===== config.mk =====
export PLATFORM = sky130hd
export DESIGN_NAME = subtree_merge_arbiter
export DESIGN_NICKNAME = d
export VERILOG_FILES = /design/src/rtl/subtree_pkg.sv /design/src/rtl/rr_pick.sv /design/src/rtl/subtree_merge_arbiter.sv
export SDC_FILE = /design/constraint.sdc
export NUM_CORES = 1
export LEC_CHECK = 0
export CAP_MARGIN = 25
export CORE_UTILIZATION = 35
export CTS_CLUSTER_SIZE = 30
export DETAILED_ROUTE_END_ITERATION = 10
export PLACE_DENSITY = 0.84
export SLEW_MARGIN = 20
export SYNTH_ARGS = -nofsm -noshare
export SYNTH_HDL_FRONTEND = slang
export SYNTH_SLANG_ARGS = --single-unit

===== constraint.sdc =====
create_clock -name clk -period 9 [get_ports clk]
set_input_delay 0.9 -clock clk [delete_from_list [all_inputs] [get_ports clk]]
set_output_delay 0.9 -clock clk [all_outputs]
set_load 0.05 [all_outputs]

===== src/rtl/subtree_pkg.sv =====
// rtl/subtree_pkg.sv - shared types and defaults for subtree merge stages
package subtree_pkg;

    localparam int N_CHILD_DEFAULT = 5;
    localparam int DATA_W_DEFAULT  = 32;

    typedef enum logic [0:0] {
        ARB_IDLE,
        ARB_LOCKED
    } arb_state_e;

    typedef struct packed {
        logic [DATA_W_DEFAULT-1:0] data;
        logic                      last;
    } beat_t;

endpackage


===== src/rtl/rr_pick.sv =====
// rtl/rr_pick.sv - combinational round-robin picker starting at ptr
module rr_pick #(
    parameter  int N = 5,
    localparam int W = $clog2(N)
) (
    input  logic [N-1:0] req,
    input  logic [W-1:0] ptr,
    output logic [W-1:0] grant,
    output logic         any_req
);

    int idx;

    // Scan offsets from farthest to nearest so the closest requester wins.
    always_comb begin
        grant   = '0;
        any_req = |req;
        idx     = 0;
        for (int k = N - 1; k >= 0; k--) begin
            idx = int'(ptr) + k;
            if (idx >= N) idx = idx - N;
            if (req[idx]) grant = W'(idx);
        end
    end

endmodule


===== src/rtl/subtree_merge_arbiter.sv =====
// rtl/subtree_merge_arbiter.sv - packet-granular round-robin merge of child streams
module subtree_merge_arbiter
    import subtree_pkg::*;
#(
    parameter  int N_CHILD = N_CHILD_DEFAULT,
    parameter  int DATA_W  = DATA_W_DEFAULT,
    localparam int SRC_W   = $clog2(N_CHILD)
) (
    input  logic                      clk,
    input  logic                      rst,
    input  logic [N_CHILD-1:0]        in_valid,
    output logic [N_CHILD-1:0]        in_ready,
    input  logic [N_CHILD*DATA_W-1:0] in_data,
    input  logic [N_CHILD-1:0]        in_last,
    output logic                      out_valid,
    input  logic                      out_ready,
    output logic [DATA_W-1:0]         out_data,
    output logic [SRC_W-1:0]          out_src,
    output logic                      out_last,
    output logic                      busy
);

    arb_state_e        state, state_nxt;
    logic [SRC_W-1:0]  rr_ptr, rr_ptr_nxt;
    logic [SRC_W-1:0]  owner, owner_nxt;
    logic [SRC_W-1:0]  grant;
    logic              any_req;
    logic [SRC_W-1:0]  sel_src;
    logic              sel_valid;
    logic              sel_last;
    logic [DATA_W-1:0] sel_data;
    logic              load_en;
    logic              accept;

    function automatic logic [SRC_W-1:0] inc_wrap(input logic [SRC_W-1:0] v);
        return (v == SRC_W'(N_CHILD - 1)) ? '0 : v + SRC_W'(1);
    endfunction

    rr_pick #(.N(N_CHILD)) u_pick (
        .req     (in_valid),
        .ptr     (rr_ptr),
        .grant   (grant),
        .any_req (any_req)
    );

    assign load_en = out_ready | ~out_valid;
    assign busy    = (state == ARB_LOCKED);

    // Only the selected child's fields reach the output mux, so X on others is harmless.
    always_comb begin
        sel_src   = (state == ARB_LOCKED) ? owner : grant;
        sel_valid = (state == ARB_LOCKED) ? in_valid[sel_src] : any_req;
        sel_last  = in_last[sel_src];
        sel_data  = in_data[int'(sel_src)*DATA_W +: DATA_W];
        accept    = load_en & sel_valid;
        in_ready  = '0;
        if (state == ARB_LOCKED || any_req)
            in_ready[sel_src] = load_en;
    end

    always_comb begin
        state_nxt  = state;
        rr_ptr_nxt = rr_ptr;
        owner_nxt  = owner;
        case (state)
            ARB_IDLE: begin
                if (accept) begin
                    if (sel_last) begin
                        rr_ptr_nxt = inc_wrap(grant);
                    end else begin
                        state_nxt = ARB_LOCKED;
                        owner_nxt = grant;
                    end
                end
            end
            ARB_LOCKED: begin
                if (accept && sel_last) begin
                    state_nxt  = ARB_IDLE;
                    rr_ptr_nxt = inc_wrap(owner);
                end
            end
            default: state_nxt = ARB_IDLE;
        endcase
    end

    always_ff @(posedge clk) begin
        if (rst) begin
            state  <= ARB_IDLE;
            rr_ptr <= '0;
            owner  <= '0;
        end else begin
            state  <= state_nxt;
            rr_ptr <= rr_ptr_nxt;
            owner  <= owner_nxt;
        end
    end

    always_ff @(posedge clk) begin
        if (rst) begin
            out_valid <= 1'b0;
            out_data  <= '0;
            out_src   <= '0;
            out_last  <= 1'b0;
        end else if (load_en) begin
            out_valid <= accept;
            if (accept) begin
                out_data <= sel_data;
                out_src  <= sel_src;
                out_last <= sel_last;
            end
        end
    end

endmodule


## Word-level counts from Yosys, hierarchy flattened

Index checks and enable logic that the tools add are counted.

| storage, ports and cells | value |
|---|---|
| word-level logic and storage cells | 93 |
| flip-flop bits (word level) | 44 |

| cells by class | value |
|---|---|
| bitwise operators | 6 |
| $add $sub $neg | 11 |
| mux-type cells | 44 |
| reduce and logical (&&, ||, !) cells | 7 |
| shifts and indexed selects | 1 |
| equality and inequality tests | 5 |
| order comparisons | 12 |

Operator list:

| operator | number |
|---|---|
| $lt A32 B5 Y1 const B | 5 |
| $mux W32 | 5 |
| $shiftx A160 B9 Y32 | 1 |
| $ge A32 B4 Y1 const B | 4 |
| $sub A32 B4 Y32 const B | 4 |
| $mux W3 | 11 |
| $bmux W1 S3 | 7 |
| $mux W1 | 17 |
| $add A3 B2 Y4 const B | 2 |
| $add A3 B1 Y3 const B | 2 |
| $eq A3 B3 Y1 const B | 2 |
| $pmux W3 S2 | 1 |
| $reduce_and A3 Y1 | 2 |
| $and A5 B5 Y5 | 1 |
| $mux W5 | 1 |
| $reduce_or A5 Y1 | 1 |
| $add A3 B1 Y4 const B | 1 |
| $add A3 B3 Y4 const B | 1 |
| $lt A3 B4 Y1 const B | 1 |
| $ne A2 B2 Y1 const B | 2 |
| $sub A3 B3 Y4 const B | 1 |
| $demux W1 S3 | 1 |
| $ge A3 B1 Y1 const B | 1 |
| $ge A3 B3 Y1 const B | 1 |
| 8 further kinds | 11 |

## Longest topological paths before layout

| depth | value |
|---|---|
| depth after elaboration | 19 |
| depth in mapped cells | 19 |
| mapped depth without buffers | 16 |

## Hierarchy

From an unflattened synthesis, not the netlist that was laid out.

| unflattened totals | value |
|---|---|
| cells, all modules | 543 |
| area total of the unflattened synthesis | 4,234.1 sq um |

Modules (own cells, without submodules):

| module | times used | cells each | area an instance (sq um) | seq. area each (sq um) |
|---|---|---|---|---|
| subtree_merge_arbiter | 1 | 394 | 3,086.7 | 880.8 |
| rr_pick | 1 | 149 | 1,147.4 | 0.0 |

## Worst setup path after synthesis

Ideal clock, no wire load.

| timing | value |
|---|---|
| kind | reg-to-output |
| start point | register rr_ptr[1] |
| end point | output in_ready[1] |
| path buffers | 4 |
| arrival time | 4,784 ps |
| cell stages (with the launch flop) | 15 |
| data required time | 8,100 ps |
| path slack | 3,316 ps |
| cell sequence | dfxtp_1 -> clkbuf_1 -> inv_1 -> ha_1 -> ha_1 -> clkbuf_1 -> a221oi_1 -> a21oi_1 -> o21ai_0 -> nand4_1 -> a311o_1 -> o31ai_4 -> buf_2 -> clkbuf_1 -> nor3b_1 |

| between the ends | value |
|---|---|
| word-level cells in the longest chain between the ends | 18 |
| elaborated cells between the ends (all ways) | 47 |
| those cells by class | 9 x add/sub; 7 x order compare; 29 x mux; 1 x bitwise; 1 x reduce/logical |

Ends and longest elaborated chain:

| element | line | source |
|---|---|---|
| start: declaration | subtree_merge_arbiter.sv:24 | `logic [SRC_W-1:0] rr_ptr, rr_ptr_nxt;` |
| start signal: assignment | subtree_merge_arbiter.sv:93 | `rr_ptr <= rr_ptr_nxt;` |
| $add A3 B3 Y4 | rr_pick.sv:20 | `idx = int'(ptr) + k;` |
| $sub A32 B4 Y32 / $ge A32 B4 Y1 (equally long branches) | rr_pick.sv:21 | `if (idx >= N) idx = idx - N;` |
| $mux W32 | rr_pick.sv:21 |  |
| $bmux W1 S3 | rr_pick.sv:22 | `if (req[idx]) grant = W'(idx);` |
| $mux W1 (not written as such) (2 in series) | rr_pick.sv:22 |  |
| $mux W3 (4 in series) | rr_pick.sv:22 |  |
| $mux W3 * | rr_pick.sv:22 |  |
| $mux W3 * | subtree_merge_arbiter.sv:51 | `sel_src = (state == ARB_LOCKED) ? owner : grant;` |
| $lt A3 B4 Y1 (not written as such) / $ge A3 B1 Y1 (equally long branches) | subtree_merge_arbiter.sv:58 | `in_ready[sel_src] = load_en;` |
| $logic_and A1 B1 Y1 (not written as such) | subtree_merge_arbiter.sv:58 |  |
| $mux W1 (not written as such) | subtree_merge_arbiter.sv:58 |  |
| $demux W1 S3 * | subtree_merge_arbiter.sv:58 |  |
| $and A5 B5 Y5 (no source line) * | n/a |  |
| $mux W5 * | subtree_merge_arbiter.sv:57 | `if (state == ARB_LOCKED \|\| any_req)` |
| end: declaration | subtree_merge_arbiter.sv:12 | `output logic [N_CHILD-1:0] in_ready,` |

Mark *: on every way between the ends. The rest lies on a longest branch, timed or not. The select of a mux whose other input is x is not followed.

## Worst setup path in the final report

Same ends and word-level chain as after synthesis.

==> results.py <==
metrics = {
    "cts": {
        "cts_tree": "built",
        "cts.repair.resized": 0,
        "cts_inserted_buffers": 5,
        "post_cts_buffers": 0,
        "cts-root-buf": "clkbuf_16",
        "clk_latency_ns": 0.28,
        "clockBufferDepth": 2,
        "h-tree-depth": 2,
        "path_clk_slew_ns": 0.06,
        "ctsHoldBuffers": 0,
        "clkSinkCount": 44,
    },
    "die": {
        "fp-row-count": 39,
        "chipWidth_microns": 112,
        "start_util": 0.363,
        "die_h_microns": 112,
        "dieArea_sq_mm": 0.0124,
        "io_pins": 216,
        "core_sq_mm": 0.0116,
    },
    "sta": {
        "slew_headroom": 0.425,
        "fmax_mhz": 155,
        "fin_ws_ns": 2.56,
        "finalSetupViolCount": 0,
        "slew_viol_final": 0,
        "max_slew.worst_pin.slew_ns": 0.861,
        "grt_setup_unrepaired": "no",
        "skew_ns": 0.00373,
        "min_period_over_period": 0.716,
        "post-route-min-period_ns": 6.44,
        "hold_viol": 0,
        "fin_tns_setup_ns": 0,
    },
    "global_routing": {
        "grt_pass1_wl_microns": 25000,
        "grt_max_degree": 67,
        "grt_overflow": 0,
        "antenna_found_initial": 1,
        "grt_pass1_vias": 4746,
        "grtUsageTotal": 0.250,
    },
    "synthesis": {
        "ys_seq_elements": 44,
        "ys_types": 61,
        "syn_nets": 759,
        "yosysSeqAreaShare": 0.210,
        "synthCells": 571,
        "synth_edf_count": 0,
        "syn-cell-area_sq_mm": 0.00420,
        "async_flop_share": 0,
        "ys_warn_count": 0,
        "avgSynthCellArea_sq_um": 7.35,
        "synth_ff_type": "dfxtp_1",
    },
    "placement": {
        "port-buffer-count": 215,
        "pre_cts_slack_ns": 2.92,
        "dp_hpwl_microns": 12200,
        "gp_congestion": 0.927,
    },
    "worst_setup_path": {
        "worstSetupPathType": "flip-flop to primary output",
        "cp-end-kind": "primary output",
        "required_ns": 8.10,
        "crit_fanout": 36,
        "startpoint_type": "flip-flop",
        "cp_data_arrival_time_ns": 5.54,
    },
    "cells_and_area": {
        "drive_gt1_frac": 0.0467,
        "syn_to_final_growth_pct": 55.5,
        "fin_nets": 936,
        "n_fill_cell": 1078,
    },
    "detailed_routing": {
        "routed_wirelength_microns": 15900,
        "remaining_drc_errors": 1,
        "drt-pass1-iter-count": 10,
        "routed_via_density": 5.66,
        "vias": 5055,
        "drt-wirelength-per-cell_microns": 17.8,
        "first_iter_violations": 443,
        "drtAntennaViolNets": 0,
    },
    "power": {
        "peakVddDrop_v": 0.000352,
        "powerDensity_mw_per_mm2": 417,
        "leakage_uw": 0.00245,
    },
    "hold_path": {
        "hp-class": "flip-flop to flip-flop",
    },
    "outcome": {
        "status": "finished with violations",
        "violations": "design-rule violations",
    },
    "flow_run": {
        "cap_violations": 0,
    },
}
stage by stage:
stage          instance area [sq um]  utilization  power [uW]  instances  hold slack [ns]
6_report                        6530        0.565        2720        893            0.470
3_3_place_gp                    6380        0.551        2510        884            0.451
2_1_floorplan                   4200            -        1980        571            0.525
5_1_grt                         6530        0.565        2940        893            0.500
3_5_place_dp                    6380        0.551        2520        884            0.458
4_1_cts                         6530        0.564        2720        892            0.467
final timing paths:
check | slack [ns] | start | cells past startpoint | endpoint
worst max register to register | 3.54 | rr_ptr[1] | 15 | rr_ptr[2]
worst min register to register | 0.47 | out_last | 2 | out_last
worst max-delay path | 2.56 | rr_ptr[1] | 12 | in_ready[1]
worst min-delay path | 0.47 | out_last | 2 | out_last
kinds of logic (layout without fill, tap and decap cells):
kind of cell / Yosys count / after routing / share of synthesized area
AOI/OAI and AO/OA: 178 / 178 / 0.303
adders and majority gates: 15 / 15 / 0.0465
other: 0 / 1 / 0
buffers and inverters: 68 / 246 / 0.0661
muxes: 57 / 57 / 0.142
DFF: 44 / 44 / 0.210
xor gates and xnor gates: 3 / 3 / 0.00626
and+or+nand+nor: 206 / 206 / 0.227
critical path: stages, from the launching register on:
cell and delay, ns:
dfxtp_1 0.65, inv_1 0.28, ha_1 0.33, ha_1 0.42
a221oi_1 0.34, a21oi_1 0.07, o21ai_0 0.43, mux2i_1 0.17
o311ai_1 0.67, nand2_1 0.19, or2_2 0.60, nor3b_1 0.28
clkdlybuf4s50_1 0.83
flip-flops by register name, summed over array words and instances (netlist names), named ones only:
register	cells
out_last	1
out_src	3
out_data	32
rr_ptr	3
out_valid	1
owner	3
Yosys cell counts, types with 3 or more instances:
master     n  area [sq um]
o31ai_1    4          30.0
mux2_2     8          90.1
nor2b_1    6          37.5
a21oi_1   20           100
o21ai_0   35           175
a211oi_1   4          30.0
mux2i_1   47           470
a221oi_1   3          26.3
ha_1      14           175
or3_1      4          25.0
a221o_1    3          30.0
clkbuf_1  32           120
inv_1     15          56.3
nand2_1   26          97.6
a21o_1     5          37.5
buf_2     15          75.1
dfxtp_1   44           881
nand2b_1   7          43.8
nor2_1    93           349
o21ai_1    8          40.0
nand4_1    5          31.3
buf_1      4          15.0
a22oi_1   36           270
nor3_1     8          40.0
nor3b_1    3          22.5
o221ai_1  34           298
nand3_1   38           190
power by group:
part	internal (uW)	total [uW]	switching, uW
combinational	828	2210	1380
sequential	273	328	54.4
clock	111	188	77.4
layout by cell type (no fill, tap or decap), types with 3 or more instances in the layout:
cell type / n
a221oi_1: 3
nand3_1: 38
clkdlybuf4s50_1: 215
clkbuf_16: 5
mux2i_1: 47
buf_4: 7
nor3_1: 8
or3_1: 4
nor2_1: 93
nand4_1: 5
a211oi_1: 3
mux2_2: 8
nor2b_1: 6
dfxtp_1: 44
a21oi_1: 20
nand2_1: 26
inv_1: 15
o221ai_1: 34
o31ai_1: 4
nor3b_1: 3
o21ai_1: 8
o21ai_0: 35
nand2b_1: 7
ha_1: 14
a221o_1: 3
a22oi_1: 36
a21o_1: 5
area by class of cell:
cell class	instances	area, sq um	area share
Clock buffer	7	143	0.0218
Tap cell	143	179	0.0274
Inverter	16	60.1	0.00920
Timing Repair Buffer	222	2200	0.338
Sequential cell	44	881	0.135
Clock inverter	1	7.51	0.00115
Multi-Input combinational cell	459	3050	0.468
Antenna cell	1	2.50	0.000383
routing by layer:
layer  track usage  vias to the layer above  routed length (microns)
met5             0                        -                        0
met2         0.416                      195                     7610
met3        0.0512                       28                     1090
met4        0.0991                        0                      539
met1         0.316                     2341                     6650
li1              -                     2491                        -
No activity file was read; power rests on OpenSTA's default activity.
